<file path="src/rtl/fractal_sync_rf_arbiter.sv">
// fractal_sync_rf_arbiter: round-robin arbiter sharing a sync node's register-file request port
// between per-port input FIFOs, with a registered response demux back to the requesters.
module fractal_sync_rf_arbiter #(
   parameter int N_PORTS    = 2,
   parameter int FIFO_DEPTH = 2,
   parameter int ID_W       = 8,
   parameter int LVL_W      = 4,
   parameter int SRC_W      = (N_PORTS > 1) ? $clog2(N_PORTS) : 1
) (
   input  logic                            clk_i,
   input  logic                            rst_i,
   input  logic [N_PORTS-1:0]              req_valid_i,
   output logic [N_PORTS-1:0]              req_ready_o,
   input  logic [N_PORTS-1:0][ID_W-1:0]    req_id_i,
   input  logic [N_PORTS-1:0][LVL_W-1:0]   req_lvl_i,
   output logic                            rf_req_valid_o,
   input  logic                            rf_req_ready_i,
   output logic [ID_W-1:0]                 rf_req_id_o,
   output logic [LVL_W-1:0]                rf_req_lvl_o,
   output logic [SRC_W-1:0]                rf_req_src_o,
   input  logic                            rf_rsp_valid_i,
   input  logic [SRC_W-1:0]                rf_rsp_src_i,
   input  logic [ID_W-1:0]                 rf_rsp_id_i,
   input  logic                            rf_rsp_sync_i,
   output logic [N_PORTS-1:0]              rsp_valid_o,
   output logic [N_PORTS-1:0][ID_W-1:0]    rsp_id_o,
   output logic [N_PORTS-1:0]              rsp_sync_o,
   output logic                            busy_o,
   output logic                            err_o
);
   localparam int PW = (FIFO_DEPTH > 1) ? $clog2(FIFO_DEPTH) : 1;
   localparam int CW = $clog2(FIFO_DEPTH + 1);
   localparam int EW = ID_W + LVL_W;

   logic [N_PORTS-1:0][FIFO_DEPTH-1:0][EW-1:0] mem;
   logic [N_PORTS-1:0][PW-1:0] rd_ptr, wr_ptr;
   logic [N_PORTS-1:0][CW-1:0] cnt;
   logic [N_PORTS-1:0] empty, full, push, pop;
   logic [SRC_W-1:0] rr_q, grant_q, cand, grant;
   logic lock_q, found, hs;
   logic [SRC_W:0] rsp_src_ext;

   function automatic logic [SRC_W-1:0] wrap(input int v);
      return SRC_W'(v % N_PORTS);
   endfunction

   for (genvar p = 0; p < N_PORTS; p++) begin : g_port
      assign empty[p] = cnt[p] == '0;
      assign full[p]  = cnt[p] == CW'(FIFO_DEPTH);
      assign push[p]  = req_valid_i[p] & ~full[p];
      assign pop[p]   = hs && grant == SRC_W'(p);
   end

   assign req_ready_o = ~full;
   assign busy_o      = ~&empty;

   // Reverse scan so the port closest to rr_q is the last (winning) assignment.
   always_comb begin
      cand  = '0;
      found = 1'b0;
      for (int i = N_PORTS - 1; i >= 0; i--)
         if (!empty[wrap(int'(rr_q) + i)]) begin
            cand  = wrap(int'(rr_q) + i);
            found = 1'b1;
         end
   end

   assign grant          = lock_q ? grant_q : cand;
   assign rf_req_valid_o = lock_q | found;
   assign hs             = rf_req_valid_o & rf_req_ready_i;
   assign rf_req_src_o   = grant;
   assign {rf_req_id_o, rf_req_lvl_o} = mem[grant][rd_ptr[grant]];

   always_ff @(posedge clk_i)
      for (int p = 0; p < N_PORTS; p++)
         if (push[p]) mem[p][wr_ptr[p]] <= {req_id_i[p], req_lvl_i[p]};

   always_ff @(posedge clk_i or posedge rst_i) begin
      if (rst_i) begin
         rd_ptr  <= '0;
         wr_ptr  <= '0;
         cnt     <= '0;
         rr_q    <= '0;
         grant_q <= '0;
         lock_q  <= 1'b0;
      end else begin
         for (int p = 0; p < N_PORTS; p++) begin
            if (push[p]) wr_ptr[p] <= (wr_ptr[p] == PW'(FIFO_DEPTH - 1)) ? '0 : wr_ptr[p] + 1'b1;
            if (pop[p]) rd_ptr[p] <= (rd_ptr[p] == PW'(FIFO_DEPTH - 1)) ? '0 : rd_ptr[p] + 1'b1;
            if (push[p] != pop[p]) cnt[p] <= push[p] ? cnt[p] + 1'b1 : cnt[p] - 1'b1;
         end
         lock_q <= rf_req_valid_o & ~rf_req_ready_i;
         if (rf_req_valid_o & ~rf_req_ready_i) grant_q <= grant;
         if (hs) rr_q <= (grant == SRC_W'(N_PORTS - 1)) ? '0 : grant + 1'b1;
      end
   end

   assign rsp_src_ext = {1'b0, rf_rsp_src_i};

   always_ff @(posedge clk_i or posedge rst_i) begin
      if (rst_i) begin
         rsp_valid_o <= '0;
         rsp_id_o    <= '0;
         rsp_sync_o  <= '0;
         err_o       <= 1'b0;
      end else begin
         rsp_valid_o <= '0;
         err_o       <= rf_rsp_valid_i && rsp_src_ext >= (SRC_W + 1)'(N_PORTS);
         if (rf_rsp_valid_i && rsp_src_ext < (SRC_W + 1)'(N_PORTS)) begin
            rsp_valid_o[rf_rsp_src_i] <= 1'b1;
            rsp_id_o[rf_rsp_src_i]    <= rf_rsp_id_i;
            rsp_sync_o[rf_rsp_src_i]  <= rf_rsp_sync_i;
         end
      end
   end
endmodule
</file>
<file path="config.mk">
export PLATFORM = sky130hd
export DESIGN_NAME = fractal_sync_rf_arbiter
export DESIGN_NICKNAME = d
export VERILOG_FILES = /design/src/rtl/fractal_sync_rf_arbiter.sv
export SDC_FILE = /design/constraint.sdc
export NUM_CORES = 1
export LEC_CHECK = 0
export CAP_MARGIN = 25
export CORE_MARGIN = 4
export CORE_UTILIZATION = 35
export CTS_CLUSTER_DIAMETER = 60
export DETAILED_ROUTE_END_ITERATION = 8
export PLACE_DENSITY_LB_ADDON = 0.08
export SYNTH_ARGS = -nofsm -noshare
export SYNTH_HDL_FRONTEND = slang
export SYNTH_SLANG_ARGS = --single-unit
</file>
<file path="constraint.sdc">
create_clock -name clk_i -period 2.8 [get_ports clk_i]
set_clock_uncertainty 0.1 [all_clocks]
set_input_delay 0.28 -clock clk_i [delete_from_list [all_inputs] [get_ports clk_i]]
set_output_delay 0.28 -clock clk_i [all_outputs]
set_load 0.05 [all_outputs]
</file>
==> results of run 1 <==
-- metal layers --
| layer | part of all wire | routed length, µm | vias up |
|---|---|---|---|
| met5 | 0 | 0 | - |
| met4 | 0.016 | 100 | 0 |
| met3 | 0.093 | 594 | 10 |
| met2 | 0.43 | 2754 | 58 |
| met1 | 0.46 | 2950 | 906 |
| li1 | - | - | 929 |
-- per-stage QoR --
stage	util	hold slack (ps)
after global routing	0.4990	231.1
after CTS	0.4969	217.1
after global placement	0.4772	363.5
after detailed placement	0.4772	365.3
after floorplan	-	245.1
final	0.4990	216.4
-- cells in the final DEF (no fill, tap or decap), types with 3 or more instances in the layout --
cell,count
mux2_2,19
buf_4,6
clkinvlp_4,3
a21oi_1,9
and3_1,3
nor3_1,3
inv_1,4
nor2b_1,13
nand2b_1,3
buf_12,13
nand2_1,5
clkdlybuf4s50_1,63
a21oi_2,4
a211oi_1,12
mux2i_1,13
edfxtp_1,48
nor2_1,4
xor2_1,3
clkbuf_8,9
xnor2_1,4
dfrtp_1,31
-- layout make-up --
type / count / area (µm²) / area share
flip-flops and latches: 79 / 2217 / 0.5070
repair buffers: 83 / 947.2 / 0.2166
multi-input cells: 111 / 885.9 / 0.2026
well taps: 108 / 135.1 / 0.03090
clock buffers: 9 / 123.9 / 0.02833
clock inverters: 7 / 48.80 / 0.01116
inverters: 4 / 15.01 / 0.003433
-- power by group --
group          internal [mW]  switching (mW)  total [mW]
clock                  0.321           0.407       0.728
combinational           1.12            1.51        2.63
sequential              1.54           0.167        1.71
-- registers in the layout, summed over array words and instances (netlist names) --
signal / flops
wr_ptr: 2
lock_q: 1
cnt: 4
mem: 48
rsp_sync_o: 2
rr_q: 1
rsp_valid_o: 2
grant_q: 1
rsp_id_o: 16
rd_ptr: 2
-- cells by family after synthesis --
| kind of cell | after synthesis | share of synthesized area |
|---|---|---|
| AOI/OAI and AO/OA | 33 | 0.07256 |
| xor gates and xnor gates | 7 | 0.01943 |
| buffers and inverters | 14 | 0.02141 |
| DFF | 79 | 0.7026 |
| muxes | 33 | 0.1138 |
| other | 1 | 0.001188 |
| and+or+nand+nor | 37 | 0.06899 |
-- critical path: cells and delay by family (launching register included) --
kind	cells	cell delay, ps
buffers and inverters	1	710
DFF	1	430
and+or+nand+nor	2	810
-- worst min-delay path by stage --
| stage | start | end | slack (ps) | cells past startpoint |
|---|---|---|---|---|
| floorplan | rf_req_ready_i | lock_q | 250 | 1 |
| global placement | rd_ptr[1] | rd_ptr[1] | 360 | 1 |
| detailed placement | rd_ptr[1] | rd_ptr[1] | 370 | 1 |
| CTS | rst_i | lock_q | 220 | 3 |
| global route | rst_i | lock_q | 230 | 3 |
| finish | rst_i | lock_q | 220 | 3 |
-- synthesized netlist by cell type, types with 3 or more instances --
library cell,count,area share
edfxtp_1,48,0.46
dfrtp_1,31,0.25
nor2b_1,13,0.026
nand2_1,5,0.0059
xor2_1,3,0.0083
buf_2,3,0.0048
xnor2_1,4,0.011
nor3_1,3,0.0048
nor2_1,4,0.0048
inv_1,4,0.0048
clkbuf_1,5,0.0059
a211oi_1,12,0.029
mux2_2,19,0.068
nand2b_1,3,0.0059
a21oi_1,13,0.021
mux2i_1,13,0.041
and3_1,3,0.0059
==> results.toml, run 1 <==
[floorplan]
die_h_um = 103.0
rows = 34
die_x_um = 103.0
initial_utilization = 0.3601
io_pins = 78
dieArea_um2 = 10600
coreArea_um2 = 8763

[place]
detailed_place_hpwl_um = 4616
port_buffers = 76
dpl-instance-area_um2 = 4182
place_inst = 385
place_ws_ps = 445.2
gp_congestion = 0.7291

[clocking]
clk_pin_slew_ps = 80
cts_sinks = 79
cts_hold_buffers = 0
cts_tree = "built"
clockRootBuffer = "clkbuf_8"
htree_levels = 3
clock_path_buffers = 2
cts_buffers = 9
cts_setup_buffers = 0
insertion_delay_ps = 340
post_cts.resized_instances = 0

[critical_path]
start_kind = "flip-flop"
crit_path_end = "rf_req_valid_o"
startpoint = "cnt[2]"
end_kind = "output port"
slowest_delay_ps = 710
worstPathArrival_ps = 2280
path_cells = "or4_4 > or2_1 > clkdlybuf4s50_1"
worstSetupPathType = "flip-flop to output port"
cp.required_ps = 2420
worstReg2RegEnd = "rr_q"
reg2reg_depth = 3
regToRegSetupSlack_ps = 790
slowest_stage = "clkdlybuf4s50_1"
crit_path_max_fanout = 7
rr_startpoint = "cnt[2]"

[global_routing]
use_met1 = 0.1743
top_usage_layer = "met2"
grt_usage = 0.1304
grt_max_degree = 32
grt_pass1_wl_um = 10160
grt.overflow.total = 0
antenna_found_initial = 0
grt_pass1_vias = 1939
grt_use_met2 = 0.1801
grt_util_met3 = 0.05819

[power_and_ir_drop]
p_total_mw = 5.065
p_leak_nw = 1.660
vdd_drop_max_mv = 0.4562
power.density_nw_per_um2 = 1158

[detailed_routing]
first_pass_iters = 4
drtIter0Drc = 41
route.detailed.drc = 0
wire_per_inst_um = 15.96
num_vias = 1903
routed_wl_um = 6399
ant_nets = 0
vias_per_cell = 4.746

[layout]
final_cell_area_um2 = 4373
n_antenna_cell = 0
syn_to_final_growth_pct = 38.58
fillers = 771
final_cells = 401
drive_above_1_share = 0.2116
nets = 328

[yosys]
seq_area_frac_synth = 0.7026
synth_cell_types = 35
postSynthAreaPerCell_um2 = 15.47
ys.flop_type = "edfxtp_1"
async_flop_share = 0.3924
synth_edf_count = 48
ys_warn_count = 0
yosys_register_bits = 79
syn_inst = 204
synth_nets = 244
syn_area_um2 = 3156

[worst_hold_path]
hp-class = "input pin to async pin"

[sta]
tightest_slew_ps = 725.5
final_max_slew_viol_count = 0
fin_tns_setup_ps = 0
hold_viol_final = 0
timing.slew.headroom = 0.5163
fin_crit_sh = 0.9515
rsz0062_at_grt = "true"
min_period_ps = 2664
setup_slack_ps = 135.7
max_freq_ghz = 0.3753
finalSetupViolations = 0

[outcome]
outcome = "finished clean"

[flow_run]
cap_viol_max_count = 0
Power figures use the tool's default switching activity.
==> run 2: changes to the inputs <==
--- a/config.mk
+++ b/config.mk
@@ -10,7 +10,7 @@
 export CORE_UTILIZATION = 35
 export CTS_CLUSTER_DIAMETER = 60
 export DETAILED_ROUTE_END_ITERATION = 8
-export PLACE_DENSITY_LB_ADDON = 0.08
+export HOLD_SLACK_MARGIN = 0.02
 export SYNTH_ARGS = -nofsm -noshare
 export SYNTH_HDL_FRONTEND = slang
 export SYNTH_SLANG_ARGS = --single-unit
==> run 2 against run 1 <==
  * Register-to-register slack about the same
  * Design area about the same
  * Maximum frequency up 0.27%
  * Die area unchanged
  * Largest power group unchanged
  * Via count down 2.6%
  * First-iteration DRC count up 49%
  * Clock power up 12%
  * Routed wire length down 4.6%
  * Worst setup slack better by 7.2 ps
  * Sequential power up 3%
  * Core utilization about the same
==> results.toml, run 2 (synthesized netlist as in run 1, its figures left out) <==
[outcome]
outcome = "finished clean"

[critical_path]
worstReg2RegEnd = "rr_q"
end_kind = "output port"
worstPathArrival_ps = 2280
worstSetupPathType = "flip-flop to output port"
regToRegSetupSlack_ps = 790
start_kind = "flip-flop"
crit_path_end = "rf_req_valid_o"
cp.depth = 3
reg2reg_depth = 3
slowest_stage = "clkdlybuf4s50_1"
cp.required_ps = 2420
crit_path_max_fanout = 7
startpoint = "cnt[2]"
cp_num_buf_inv = 1
cpLargestDelayFamily = "simple AND/OR/NAND/NOR gates"
rr_startpoint = "cnt[2]"
slowest_delay_ps = 710
path_cells = "or4_4 > or2_1 > clkdlybuf4s50_1"

[floorplan]
io_pins = 78
die_h_um = 103.0
rows = 34
die_x_um = 103.0
initial_utilization = 0.3601
coreArea_um2 = 8763
dieArea_um2 = 10600

[clocking]
cts_tree = "built"
cts_setup_buffers = 0
post_cts.resized_instances = 0
cts_sinks = 79
insertion_delay_ps = 340
clockRootBuffer = "clkbuf_8"
cts_hold_buffers = 0
clk_pin_slew_ps = 80
cts_buffers = 9
clock_path_buffers = 2
htree_levels = 3

[layout]
syn_to_final_growth_pct = 38.46
fillers = 767
n_antenna_cell = 0
final_cells = 400
drive_above_1_share = 0.1952
nets = 327
regArea_um2 = 2217
layout_commonest_cell = "clkdlybuf4s50_1"
layout_common_cells = "clkdlybuf4s50_1 (63), edfxtp_1 (48), dfrtp_1 (31)"
largest_reg_flops = 48
multiInputGateArea_um2 = 870.8

[detailed_routing]
topRoutingLayerUsed = "met4"
first_pass_iters = 4
wl_met2_um = 2958
drtIter0Drc = 61
route.met3.wl_um = 445
num_vias = 1853
wire_per_inst_um = 15.27
wl_met1_um = 2638
routed_wl_um = 6106
route.detailed.drc = 0
vias_per_cell = 4.633
ant_nets = 0

[global_routing]
grt_usage = 0.1228
grt_pass1_wl_um = 9591
antenna_found_initial = 0
grt_pass1_vias = 1875
grt.overflow.total = 0
grt_max_degree = 32

[sta]
min_period_ps = 2657
fin_crit_sh = 0.9490
finalSetupViolations = 0
setup_slack_ps = 142.9
holdWs_ps = 218.2
fin_tns_setup_ps = 0
tightest_slew_ps = 742.9
rsz0062_at_grt = "false"
hold_viol_final = 0
final_max_slew_viol_count = 0
timing.slew.headroom = 0.5047
max_freq_ghz = 0.3764

[place]
gp_congestion = 0.7297
port_buffers = 76
place_ws_ps = 504.9
place_inst = 384
detailed_place_hpwl_um = 4507

[power_and_ir_drop]
vdd_drop_max_mv = 0.3944
p_leak_nw = 1.666
p_total_mw = 5.088
power.density_nw_per_um2 = 1164

[worst_hold_path]
hp-class = "input pin to async pin"

[flow_run]
cap_viol_max_count = 0
[run 2: layout make-up]
| class | instances | area share |
|---|---|---|
| Sequential cell | 79 | 0.5074 |
| Timing Repair Buffer | 82 | 0.2142 |
| Multi-Input combinational cell | 111 | 0.1993 |
| Tap cell | 108 | 0.03093 |
| Clock buffer | 9 | 0.02835 |
| Clock inverter | 7 | 0.01632 |
| Inverter | 4 | 0.003436 |
[run 2: layer usage]
metal	track usage	vias up
met5	0	-
met4	0.03884	0
met3	0.05616	7
met2	0.1889	48
met1	0.1553	876
li1	-	922
[run 2: worst min-delay path, stage by stage]
cell and delay (ps):
clkdlybuf4s50_1 390, inv_1 50, buf_4 360
[run 2: worst min-delay path by stage]
stage	start	to
finish	rst_i	rsp_valid_o[0]
global route	rst_i	rsp_valid_o[0]
detailed placement	wr_ptr[0]	wr_ptr[0]
CTS	rst_i	rsp_valid_o[0]
global placement	wr_ptr[1]	wr_ptr[1]
floorplan	rf_req_ready_i	lock_q
[run 2: stage by stage]
step / utilization / instance area, µm²
4_1_cts: 0.4986 / 4369
5_1_grt: 0.4986 / 4369
2_1_floorplan: - / 3156
6_report: 0.4986 / 4369
3_3_place_gp: 0.4763 / 4174
3_5_place_dp: 0.4763 / 4174
[run 2: power by group]
| part | internal [mW] | leakage (nW) | total (mW) | switching, mW |
|---|---|---|---|---|
| logic | 1.10 | 0.761 | 2.52 | 1.42 |
| registers | 1.54 | 0.812 | 1.76 | 0.216 |
| clock network | 0.411 | 0.0933 | 0.813 | 0.402 |
| total | 3.05 | 1.67 | 5.09 | 2.04 |
==> run 3: changes to the inputs <==
--- a/config.mk
+++ b/config.mk
@@ -6,7 +6,6 @@
 export NUM_CORES = 1
 export LEC_CHECK = 0
 export CAP_MARGIN = 25
-export CORE_MARGIN = 4
 export CORE_UTILIZATION = 35
 export CTS_CLUSTER_DIAMETER = 60
 export DETAILED_ROUTE_END_ITERATION = 8
==> run 3 against run 2 <==
  * Final cell count stayed put
  * Critical path type unchanged
  * Worst setup slack worse by 25 ps
  * Via count up 3.0%
  * Critical endpoint unchanged
  * Register-to-register slack lost 30 ps
==> results.toml, run 3 (synthesized netlist as in run 1, its figures left out) <==
[floorplan]
coreArea_um2 = 8721
io_pins = 78
die_x_um = 96.95
die_h_um = 96.95
initial_utilization = 0.3618
dieArea_um2 = 9399
rows = 34

[sta]
min_period_ps = 2682
finalSetupViolations = 0
fin_crit_sh = 0.9577
tightest_slew_ps = 744.2
max_freq_ghz = 0.3729
rsz0062_at_grt = "false"
fin_tns_setup_ps = 0
timing.slew.headroom = 0.5039
hold_viol_final = 0
final_max_slew_viol_count = 0
holdWs_ps = 211.8

[layout]
n_antenna_cell = 0
layout_common_cells = "clkdlybuf4s50_1 (63), edfxtp_1 (48), dfrtp_1 (31)"
nets = 327
layout_commonest_cell = "clkdlybuf4s50_1"
drive_above_1_share = 0.1952
fillers = 725
largest_reg_flops = 48
final_util = 0.5011
syn_to_final_growth_pct = 38.50

[place]
port_buffers = 76
gp_congestion = 0.7973
detailed_place_hpwl_um = 4245

[detailed_routing]
num_vias = 1908
route.detailed.drc = 0
wire_per_inst_um = 14.88
ant_nets = 0
drtIter0Drc = 109
routed_wl_um = 5951
first_pass_iters = 4
vias_per_cell = 4.770

[outcome]
outcome = "finished clean"

[clocking]
cts_tree = "built"
cts_buffers = 9
clock_path_buffers = 2
cts_hold_buffers = 0
post_cts.resized_instances = 0
cts_sinks = 79
htree_levels = 3
clockRootBuffer = "clkbuf_8"
insertion_delay_ps = 350
clk_pin_slew_ps = 90
cts_setup_buffers = 0

[global_routing]
grt_pass1_vias = 1849
antenna_found_initial = 0
grt.overflow.total = 0
grt_pass1_wl_um = 9784
grt_usage = 0.1344
grt_max_degree = 32

[power_and_ir_drop]
vdd_drop_max_mv = 0.4776
p_leak_nw = 1.667
p_total_mw = 5.090
power.density_nw_per_um2 = 1165

[critical_path]
cp.required_ps = 2420
crit_path_end = "rf_req_valid_o"
worstSetupPathType = "flip-flop to output port"
worstReg2RegEnd = "rr_q"
startpoint = "cnt[3]"
crit_path_max_fanout = 5
start_kind = "flip-flop"
rr_startpoint = "cnt[3]"
worstPathArrival_ps = 2300
reg2reg_depth = 3
end_kind = "output port"
regToRegSetupSlack_ps = 760

[worst_hold_path]
hp-class = "input pin to async pin"

[flow_run]
cap_viol_max_count = 0
## run 3: per-stage QoR
stage	cell area (µm²)	cells	setup WS, ps
final	4370	400	118.3
after global placement	4174	384	525.9
after global routing	4370	400	2.011
after detailed placement	4174	384	508.2
after floorplan	3156	204	335.8
after CTS	4370	400	109.7
## run 3: critical path, stage by stage (launching register included)
cell and delay [ps]:
dfrtp_1 430, or4_4 560, or2_1 260, clkdlybuf4s50_1 710
## run 3: layer usage
layer	global-route usage	routed length, µm	up-vias
li1	-	-	933
met1	0.1764	2673	906
met2	0.1966	2708	62
met3	0.05780	502	7
met4	0.05166	67	0
met5	0	0	-
## run 3: how the worst min path moves through the flow
stage | start | to | slack [ps] | cells past startpoint
2_1_floorplan | rf_req_ready_i | lock_q | 250 | 1
3_3_place_gp | wr_ptr[0] | wr_ptr[0] | 380 | 1
3_5_place_dp | wr_ptr[0] | wr_ptr[0] | 380 | 1
4_1_cts | rst_i | grant_q | 220 | 3
5_1_grt | rst_i | lock_q | 250 | 3
6_report | rst_i | grant_q | 210 | 3
## run 3: report_power, final
group	internal, mW	switching, mW	total [mW]
clock network	0.412	0.413	0.826
logic	1.10	1.41	2.51
registers	1.54	0.214	1.75
## run 3: cell type report
cell class	count	area, µm²	area share
Sequential cell	79	2217	0.5073
Timing Repair Buffer	82	935.9	0.2141
Multi-Input combinational cell	111	870.8	0.1993
Tap cell	108	135.1	0.03092
Clock buffer	9	123.9	0.02834
Clock inverter	7	72.57	0.01660
Inverter	4	15.01	0.003435
